## src/rtl/aes_key_unroll_128_if.sv

```systemverilog
// aes_key_unroll_128_if
//   Bundles the load handshake and the round-key output stream of the AES-128
//   inverse key scheduler.
//   master : drives start/key_in/out_ready and observes the key stream.
//   slave  : the scheduler itself.
//   start     - load key_in and begin the walk (ignored while busy)
//   key_in    - round-10 key {w40,w41,w42,w43}
//   key_out   - current round key, same word order
//   round_idx - round number of key_out (10..0)
//   key_valid - key_out/round_idx valid
//   out_ready - consumer accepts the current key
//   busy      - walk in progress
//   done      - one-cycle pulse after round 0 is accepted
interface aes_key_unroll_128_if;
  logic         start;
  logic [127:0] key_in;
  logic         out_ready;
  logic [127:0] key_out;
  logic [3:0]   round_idx;
  logic         key_valid;
  logic         busy;
  logic         done;

  modport master (
    output start, key_in, out_ready,
    input  key_out, round_idx, key_valid, busy, done
  );

  modport slave (
    input  start, key_in, out_ready,
    output key_out, round_idx, key_valid, busy, done
  );
endinterface

```

## src/rtl/aes_key_unroll_128.sv

```systemverilog
// aes_key_unroll_128
//   Sequential inverse key scheduler for AES-128 decryption. Loads the round-10
//   key and walks the schedule backwards one round per accepted beat,
//   presenting round keys 10..0 on a valid/ready stream.
//   clk - rising-edge clock
//   rst - synchronous, active-high reset
//   bus - aes_key_unroll_128_if.slave (start/key_in in, key stream out)
module aes_key_unroll_128 (
  input  logic                       clk,
  input  logic                       rst,
  aes_key_unroll_128_if.slave        bus
);

  localparam logic [0:0] ST_IDLE = 1'b0;
  localparam logic [0:0] ST_RUN  = 1'b1;

  logic [0:0]   state_q, state_d;
  logic [127:0] key_q, key_d;
  logic [3:0]   round_q, round_d;
  logic         done_q, done_d;

  logic [31:0]  a_s, b_s, c_s, d_s;
  logic [31:0]  a_n_s, b_n_s, c_n_s, d_n_s;
  logic [31:0]  rot_s, sub_s;
  logic [127:0] prev_key_s;

  // GF(2^8) multiply modulo x^8+x^4+x^3+x+1.
  function automatic logic [7:0] gf_mul(input logic [7:0] x, input logic [7:0] y);
    logic [7:0] p;
    logic [7:0] xx;
    p  = 8'h00;
    xx = x;
    for (int i = 0; i < 8; i++) begin
      if (y[i]) begin
        p = p ^ xx;
      end else begin
        p = p;
      end
      xx = {xx[6:0], 1'b0} ^ (xx[7] ? 8'h1b : 8'h00);
    end
    return p;
  endfunction

  // Forward S-box: multiplicative inverse (x^254, 0 maps to 0) then affine map.
  function automatic logic [7:0] sbox(input logic [7:0] x);
    logic [7:0] sq;
    logic [7:0] inv;
    sq  = x;
    inv = 8'h01;
    for (int i = 0; i < 7; i++) begin
      sq  = gf_mul(sq, sq);
      inv = gf_mul(inv, sq);
    end
    return inv ^ {inv[6:0], inv[7]} ^ {inv[5:0], inv[7:6]}
               ^ {inv[4:0], inv[7:5]} ^ {inv[3:0], inv[7:4]} ^ 8'h63;
  endfunction

  // Round constant of the round being left; anything outside 1..10 gives 00.
  function automatic logic [7:0] rcon(input logic [3:0] r);
    logic [7:0] v;
    case (r)
      4'd1:    v = 8'h01;
      4'd2:    v = 8'h02;
      4'd3:    v = 8'h04;
      4'd4:    v = 8'h08;
      4'd5:    v = 8'h10;
      4'd6:    v = 8'h20;
      4'd7:    v = 8'h40;
      4'd8:    v = 8'h80;
      4'd9:    v = 8'h1b;
      4'd10:   v = 8'h36;
      default: v = 8'h00;
    endcase
    return v;
  endfunction

  // One backward round step. d' feeds the S-box so the chain is XOR, S-box, XOR.
  always_comb begin
    a_s   = key_q[127:96];
    b_s   = key_q[95:64];
    c_s   = key_q[63:32];
    d_s   = key_q[31:0];
    d_n_s = d_s ^ c_s;
    c_n_s = c_s ^ b_s;
    b_n_s = b_s ^ a_s;
    rot_s = {d_n_s[23:0], d_n_s[31:24]};
    sub_s = {sbox(rot_s[31:24]), sbox(rot_s[23:16]), sbox(rot_s[15:8]), sbox(rot_s[7:0])};
    a_n_s = a_s ^ sub_s ^ {rcon(round_q), 24'h000000};
    prev_key_s = {a_n_s, b_n_s, c_n_s, d_n_s};
  end

  // Next-state logic: load in IDLE, step on each accepted beat in RUN.
  always_comb begin
    state_d = state_q;
    key_d   = key_q;
    round_d = round_q;
    done_d  = 1'b0;
    case (state_q)
      ST_IDLE: begin
        if (bus.start) begin
          key_d   = bus.key_in;
          round_d = 4'd10;
          state_d = ST_RUN;
        end else begin
          state_d = ST_IDLE;
        end
      end
      ST_RUN: begin
        if (bus.out_ready) begin
          if (round_q == 4'd0) begin
            // Round 0 stays on key_out until the next load.
            state_d = ST_IDLE;
            done_d  = 1'b1;
          end else begin
            key_d   = prev_key_s;
            round_d = round_q - 4'd1;
          end
        end else begin
          state_d = ST_RUN;
        end
      end
      default: begin
        state_d = ST_IDLE;
      end
    endcase
  end

  // State and output registers with synchronous reset.
  always_ff @(posedge clk) begin
    if (rst) begin
      state_q <= ST_IDLE;
      key_q   <= 128'h0;
      round_q <= 4'h0;
      done_q  <= 1'b0;
    end else begin
      state_q <= state_d;
      key_q   <= key_d;
      round_q <= round_d;
      done_q  <= done_d;
    end
  end

  assign bus.key_out   = key_q;
  assign bus.round_idx = round_q;
  assign bus.key_valid = (state_q == ST_RUN);
  assign bus.busy      = (state_q == ST_RUN);
  assign bus.done      = done_q;

endmodule

```

## src/flat_wrapper.sv

```systemverilog
// flat-port wrapper written by rule: the top's interface ports become plain ports
module aes_key_unroll_128_flat 
  (clk, rst, bus_start, bus_key_in, bus_out_ready, bus_key_out, bus_round_idx, bus_key_valid, bus_busy, bus_done);
  aes_key_unroll_128_if bus_i ();
  input  logic clk;
  input  logic rst;
  input wire logic [$bits(bus_i.start)-1:0] bus_start;
  input wire logic [$bits(bus_i.key_in)-1:0] bus_key_in;
  input wire logic [$bits(bus_i.out_ready)-1:0] bus_out_ready;
  output wire logic [$bits(bus_i.key_out)-1:0] bus_key_out;
  output wire logic [$bits(bus_i.round_idx)-1:0] bus_round_idx;
  output wire logic [$bits(bus_i.key_valid)-1:0] bus_key_valid;
  output wire logic [$bits(bus_i.busy)-1:0] bus_busy;
  output wire logic [$bits(bus_i.done)-1:0] bus_done;
  assign bus_i.start = bus_start;
  assign bus_i.key_in = bus_key_in;
  assign bus_i.out_ready = bus_out_ready;
  assign bus_key_out = bus_i.key_out;
  assign bus_round_idx = bus_i.round_idx;
  assign bus_key_valid = bus_i.key_valid;
  assign bus_busy = bus_i.busy;
  assign bus_done = bus_i.done;
  aes_key_unroll_128 u_core (.clk(clk), .rst(rst), .bus(bus_i));
endmodule
```

## config.mk

```make
export PLATFORM = sky130hd
export DESIGN_NAME = aes_key_unroll_128_flat
export DESIGN_NICKNAME = d
export VERILOG_FILES = /design/src/rtl/aes_key_unroll_128_if.sv /design/src/rtl/aes_key_unroll_128.sv /design/src/flat_wrapper.sv
export SDC_FILE = /design/constraint.sdc
export NUM_CORES = 2
export LEC_CHECK = 0
export CELL_PAD_IN_SITES_DETAIL_PLACEMENT = 2
export CELL_PAD_IN_SITES_GLOBAL_PLACEMENT = 2
export CORE_MARGIN = 1
export CORE_UTILIZATION = 30
export CTS_CLUSTER_DIAMETER = 120
export CTS_CLUSTER_SIZE = 24
export DETAILED_ROUTE_END_ITERATION = 8
export PLACE_DENSITY_LB_ADDON = 0.08
export SYNTH_ARGS = -nofsm -noshare
export SYNTH_HDL_FRONTEND = slang
export SYNTH_SLANG_ARGS = --single-unit
```

## constraint.sdc

```tcl
create_clock -name clk -period 39.6 [get_ports clk]
set_clock_uncertainty 0.2 [all_clocks]
set_input_delay 7.92 -clock clk [delete_from_list [all_inputs] [get_ports clk]]
set_output_delay 7.92 -clock clk [all_outputs]
set_load 0.05 [all_outputs]
```

=== Word level (Yosys, flattened, before mapping) ===
Memories as Yosys holds them, arrays and structs flattened. A register that Yosys moved wholly into a read port is not among the register bits.
Index checks and enable logic that the tools add are counted.

* Add/subtract/negate cells: 1
* Equality and inequality tests: 3
* Mux-type cells: 827
* Bitwise logic cells: 783
* Reductions and logical operators: 3

{| class="wikitable"
|+ Operators with widths
! operator !! number
|-
| 8-bit XOR || 744
|-
| 8-bit 2-to-1 mux || 420
|-
| 5-bit 2-to-1 mux || 368
|-
| 128-bit 2-to-1 mux || 3
|-
| 128-bit one-hot mux with 2 select lines || 1
|-
| 32-bit XOR || 5
|-
| 4-bit 2-to-1 mux || 9
|-
| 7-bit 2-to-1 mux || 4
|-
| 1-bit inverter (first input constant) || 28
|-
| 6-bit 2-to-1 mux || 4
|-
| 4-bit inverter || 4
|-
| 3-bit 2-to-1 mux || 4
|-
| 1-bit 2-to-1 mux || 8
|-
| 2-bit 2-to-1 mux || 4
|-
| 4-bit one-hot mux with 2 select lines || 1
|-
| 2-bit inequality test (second input constant) || 3
|-
| 4-bit logical NOT || 1
|-
| 4-bit by 1-bit subtractor with 4-bit output (second input constant) || 1
|-
| 3-bit AND reduction || 1
|-
| 3-bit OR reduction || 1
|-
| 1-bit inverter || 2
|-
| 1-bit one-hot mux with 2 select lines || 1
|}

* Register bits: 134
* ROM bits: 128
* Input port bits: 132
* Logic and storage cells: 1622
* Memories kept: 1

{| class="wikitable"
|+ Memory list
! memory !! words !! bits a word !! read ports !! clocked after memory_dff !! wr ports !! RTL line !! RTL
|-
| (no name shown) || 16 || 8 || 1 || 1 || 0 || aes_key_unroll_128.sv:61 || <nowiki>case (r)</nowiki>
|}

=== Longest topological paths before layout ===
* Depth after elaboration: 138
* Gate-level depth with buffers: 65
* Mapped depth without buffers: 57

=== Worst setup path after synthesis ===
OpenSTA, ideal clock, no wires.

* Path type: flip-flop to flip-flop
* Start point: register u_core.key_q[31] (netlist: u_core.bus.key_out[31])
* End point: register u_core.key_q[101] (netlist: u_core.bus.key_out[101])
* Arrival: 15.280 ns
* Data required time: 39.308 ns
* Slack: 24.028 ns
* Cell stages (with the launch flop): 65
* Path buffers: 10
* Clock period less this slack: 15.572 ns
* Cell sequence: dfxtp_1 xnor2_2 inv_1 buf_2 ha_1 nand2_1 xnor2_2 inv_2 buf_2 buf_1 clkbuf_1 ha_1 buf_1 xnor2_2 or3_1 a211o_1 o211a_1 a21oi_1 [... 29 more ...] xnor2_1 o211a_1 nor2_1 o21a_1 o21ai_0 a311o_1 xnor2_1 mux2i_1 xnor2_1 nor2_1 xnor3_1 xnor3_1 xnor3_1 xor3_1 xnor2_1 xnor2_1 mux2i_1 nor4_1

* Cells in the longest elaborated chain, start to end: 135

{| class="wikitable"
|+ Ends and longest elaborated chain
! element !! RTL line !! RTL
|-
| start, declared || aes_key_unroll_128.sv:18 || <nowiki>logic [127:0] key_q, key_d;</nowiki>
|-
| start signal, assigned || aes_key_unroll_128.sv:137 || <nowiki>key_q <= key_d;</nowiki>
|-
| 32-bit XOR * || aes_key_unroll_128.sv:83 || <nowiki>d_n_s = d_s ^ c_s;</nowiki>
|-
| 5-bit 2-to-1 mux / 8-bit 2-to-1 mux (equally long branches) || aes_key_unroll_128.sv:39, aes_key_unroll_128.sv:34 ||
|-
| 8-bit XOR, on equally long branches || aes_key_unroll_128.sv:39, aes_key_unroll_128.sv:35 ||
|-
| 8-bit XOR / 8-bit 2-to-1 mux (equally long branches) || aes_key_unroll_128.sv:35, aes_key_unroll_128.sv:34 ||
|-
| 8-bit 2-to-1 mux / 8-bit XOR (equally long branches) || aes_key_unroll_128.sv:34, aes_key_unroll_128.sv:35 ||
|-
| 8-bit XOR / 8-bit 2-to-1 mux (equally long branches) || aes_key_unroll_128.sv:35, aes_key_unroll_128.sv:34 ||
|-
| 8-bit 2-to-1 mux / 8-bit XOR (equally long branches) || aes_key_unroll_128.sv:34, aes_key_unroll_128.sv:35 ||
|-
| 8-bit XOR / 8-bit 2-to-1 mux (equally long branches) || aes_key_unroll_128.sv:35, aes_key_unroll_128.sv:34 ||
|-
| [... 117 more ...] || n/a ||
|-
| 8-bit XOR (2 in series) || aes_key_unroll_128.sv:54 || <nowiki>return inv ^ {inv[6:0], inv[7]} ^ {inv[5:0], inv[7:6]}</nowiki>
|-
| 8-bit XOR || aes_key_unroll_128.sv:55 || <nowiki>^ {inv[4:0], inv[7:5]} ^ {inv[3:0], inv[7:4]} ^ 8'h63;</nowiki>
|-
| 8-bit XOR * || aes_key_unroll_128.sv:55 ||
|-
| 4-bit inverter (no line) * || n/a ||
|-
| 32-bit XOR * (2 in series) || aes_key_unroll_128.sv:88 || <nowiki>a_n_s = a_s ^ sub_s ^ {rcon(round_q), 24'h000000};</nowiki>
|-
| 128-bit 2-to-1 mux * || aes_key_unroll_128.sv:110 || <nowiki>if (round_q == 4'd0) begin</nowiki>
|-
| 128-bit 2-to-1 mux * || aes_key_unroll_128.sv:109 || <nowiki>if (bus.out_ready) begin</nowiki>
|-
| 128-bit one-hot mux with 2 select lines * || aes_key_unroll_128.sv:98 || <nowiki>case (state_q)</nowiki>
|}

Mark *: on every way between the ends. The rest lies on a longest branch, timed or not. The select of a mux whose other input is x is not followed.
A chain may end at the register's enable or synchronous reset.

=== Worst setup path in the final report ===
* Start point: register u_core.key_q[48] (netlist: u_core.bus.key_out[48])
* End point: register u_core.key_q[120] (netlist: u_core.bus.key_out[120])

* Cells in the longest elaborated chain, start to end: 135

{| class="wikitable"
|+ Ends and longest elaborated chain
! element !! RTL line !! RTL
|-
| 32-bit XOR * || aes_key_unroll_128.sv:83 ||
|-
| 8-bit 2-to-1 mux || aes_key_unroll_128.sv:34 || <nowiki>if (y[i]) begin</nowiki>
|-
| 8-bit XOR || aes_key_unroll_128.sv:35 || <nowiki>p = p ^ xx;</nowiki>
|-
| 8-bit 2-to-1 mux || aes_key_unroll_128.sv:34 ||
|-
| 8-bit XOR || aes_key_unroll_128.sv:35 ||
|-
| 8-bit 2-to-1 mux || aes_key_unroll_128.sv:34 ||
|-
| 8-bit XOR || aes_key_unroll_128.sv:35 ||
|-
| 8-bit 2-to-1 mux || aes_key_unroll_128.sv:34 ||
|-
| [... 117 more ...] || n/a ||
|-
| 8-bit XOR (2 in series) || aes_key_unroll_128.sv:54 ||
|-
| 8-bit XOR || aes_key_unroll_128.sv:55 ||
|-
| 8-bit XOR * || aes_key_unroll_128.sv:55 ||
|-
| 4-bit inverter (no line) * || n/a ||
|-
| 32-bit XOR * (2 in series) || aes_key_unroll_128.sv:88 ||
|-
| 128-bit 2-to-1 mux * || aes_key_unroll_128.sv:110 ||
|-
| 128-bit 2-to-1 mux * || aes_key_unroll_128.sv:109 ||
|-
| 128-bit one-hot mux with 2 select lines * || aes_key_unroll_128.sv:98 ||
|}

Marks and branches as above.

==> impl_metrics.csv <==
group,metric,value,unit
timing,period_share,0.519,
synthesis,synth_fa_ha_area_frac,0.00526,
timing,worst_slack,19.05,ns
min_path,hold_class,"register to register",
grt,grt_pass1_wl,448000,um
outcome,status,"completed",
timing,grt_setup_unrepaired,"no",
synthesis,synth.avg_cell_area,7.34,um2
clock_network,root_buffer,"clkbuf_16",
critical_path,path_common_cell,"xnor3_1",
clock_network,cts_max_level,4,
timing,slew_headroom,0.150,
synthesis,async_flop_share,0,
final_layout,seqCellArea,2850,um2
clock_network,clk_latency,0.54,ns
placed_design,hpwl,224000,um
floorplan,coreArea,215000,um2
routing,vias,65400,
routing,detail-route-antenna-nets,0,
timing,finalSetupViolCount,0,
synthesis,yosys-top-cells-count,"1606 x xnor2_1, 1293 x nor2_1, 989 x nand2_1",
final_layout,fin_cells,11700,
timing,fmaxAchievable,0.0487,GHz
flow_run,drv_cap,0,
synthesis,yosys-top-cells-area,"xnor2_1 22%, xnor3_1 12%, nor2_1 7.5%",
floorplan,die_h,467,um
critical_path,cp_max_fo,13,
final_layout,nets,8986,
routing,vias_per_cell,5.59,
clock_network,cts_sinks,142,
clock_network,cts_tree,"built",
grt,grt_overflow,0,
critical_path,worstSetupStartpointType,"register",
synthesis,ys_types,122,
grt,grt_start_max_net_pins,75,
critical_path,crit_required,39.80,ns
critical_path,critPathKind,"register to register",
floorplan,die_w,467,um
synthesis,yosysMostFrequentCell,"xnor2_1",
critical_path,endpoint_kind,"register",
placed_design,pre_cts_slack,19.35,ns
timing,worst_pin_slew,1.27,ns
placed_design,place_inst,11600,
floorplan,rows,170,
synthesis,yosys-mux-area-fraction,0.0413,
critical_path,cp.arrival,20.75,ns
placed_design,globalplace.congestion,0.842,
critical_path,critPathMaxStageDelay,1.02,ns
synthesis,synth_xor_xnor_area_share,0.458,
synthesis,synthSimpleGateAreaFrac,0.209,
synthesis,ys_ff_latch,142,
floorplan,start_util,0.302,
routing,drt_wl_total,295000,um
synthesis,yosys.area.top_type,"xnor2_1",
routing,drt-pass1-iter-count,5,
routing,drt-initial-drc-count,3111,
grt,grt_use_total,0.264,
synthesis,netlist_instances,8825,
clock_network,clk_path_buf_depth,2,
grt,grt_pass1_vias,69900,
final_layout,fin_util,0.336,
timing,hold_viol_final,0,
synthesis,syn-num-nets,8981,
routing,routedWlPerCell,25.3,um
synthesis,ys_seq_area_frac,0.0439,
timing,slew_viol_final,0,
clock_network,postCtsSetupBuffers,0,
final_layout,nFillCells,25000,
final_layout,area_delta_synth_final,11.3,%
synthesis,yosys_warnings,0,
floorplan,io_pins,267,
clock_network,cts.hold.buffers_added,0,
synthesis,syn-cell-area,64800,um2
routing,drc,0,
critical_path,r2r_cells,48,
clock_network,numCtsBuffers,17,
placed_design,io_buffer_count,266,
floorplan,die-area,218000,um2
synthesis,ys.flop_type,"dfxtp_1",
clock_network,clkTransAtPathRegs,0.08,ns
clock_network,ctsResizeCount,0,
synthesis,synth_edf_count,0,
critical_path,worst-path-stages,48,
critical_path,cp_top_family,"XOR/XNOR gates",
critical_path,path_buf_inv,2,
grt,antenna_found_initial,16,
timing,layout_min_cycle_time,20.55,ns
final_layout,layout-drive-gt1-share,0.0827,
critical_path,slowest_stage,"xor2_1",
final_layout,multi_input_area,59600,um2
timing,fin_tns_setup,0,ns
min_path,min_path_cells,2,
synthesis,synth_compound_area_frac,0.198,
synthesis,synth_top_area_frac,0.217,
synthesis,synth_top_family_by_area,"XOR/XNOR gates",
## registers in the layout, indices dropped and copies added, names as in the netlist, named ones only
register / flops
u_core.bus.busy: 1
u_core.bus.round_idx: 4
u_core.bus.key_out: 128
u_core.bus.done: 1
## metal layers
metal,share of wire,up-vias,GRT usage,wire length [um]
met3,0.019,281,0.0154,5700
met4,0.036,14,0.0922,10600
li1,-,30600,-,-
met1,0.45,33700,0.337,134000
met2,0.49,772,0.466,145000
met5,0.00031,-,0,91
## placed cells by master, fill, tap and decap left out, drive strengths merged, types with 225 or more instances in the layout
| cell | instances |
|---|---|
| xor2 | 471 |
| o21ai | 445 |
| xnor3 | 360 |
| a21oi | 550 |
| nand2 | 992 |
| nor2 | 1302 |
| clkdlybuf4s50 | 265 |
| nor3 | 248 |
| xnor2 | 1709 |
| nand3 | 225 |
| buf | 323 |
## final timing paths
kind                                        startpoint                 endpoint  slack [ns]
worst max register to register  u_core.bus.key_out[48]  u_core.bus.key_out[120]       19.05
worst min register to register  u_core.bus.key_out[18]   u_core.bus.key_out[18]        0.29
worst max-delay path            u_core.bus.key_out[48]  u_core.bus.key_out[120]       19.05
worst min-delay path            u_core.bus.key_out[18]   u_core.bus.key_out[18]        0.29
## cells by family (layout without fill, tap and decap cells)
logic type | Yosys count | count (layout)
muxes | 254 | 254
DFF | 142 | 142
adders and majority gates | 28 | 28
xor gates and xnor gates | 2588 | 2588
AOI/OAI and AO/OA | 1968 | 1968
other | 0 | 5
and+or+nand+nor | 3149 | 3149
buffers and inverters | 696 | 714
## cell type report
class,instances,share of cell area
clock inverter,14,0.00285
inverter,94,0.00496
sequential,142,0.0395
timing repair buffer,588,0.0705
clock buffer,18,0.00595
multi-input combinational,7987,0.827
tap,2838,0.0493
antenna,5,0.000174
## tightest hold or removal path: stages (launching register included)
cell and delay [ns]:
dfxtp_1 0.34, nand2_1 0.06, a21oi_1 0.05
## through the flow
step	hold WS, ns	cell area [um2]
finish	0.295	72100
global route	0.331	72100
floorplan	0.491	64800
detailed placement	0.287	71400
global placement	0.270	71400
CTS	0.299	72100
Power is not shown: default switching activity piles up to over one toggle a cycle in this logic, so the estimate is an artifact.
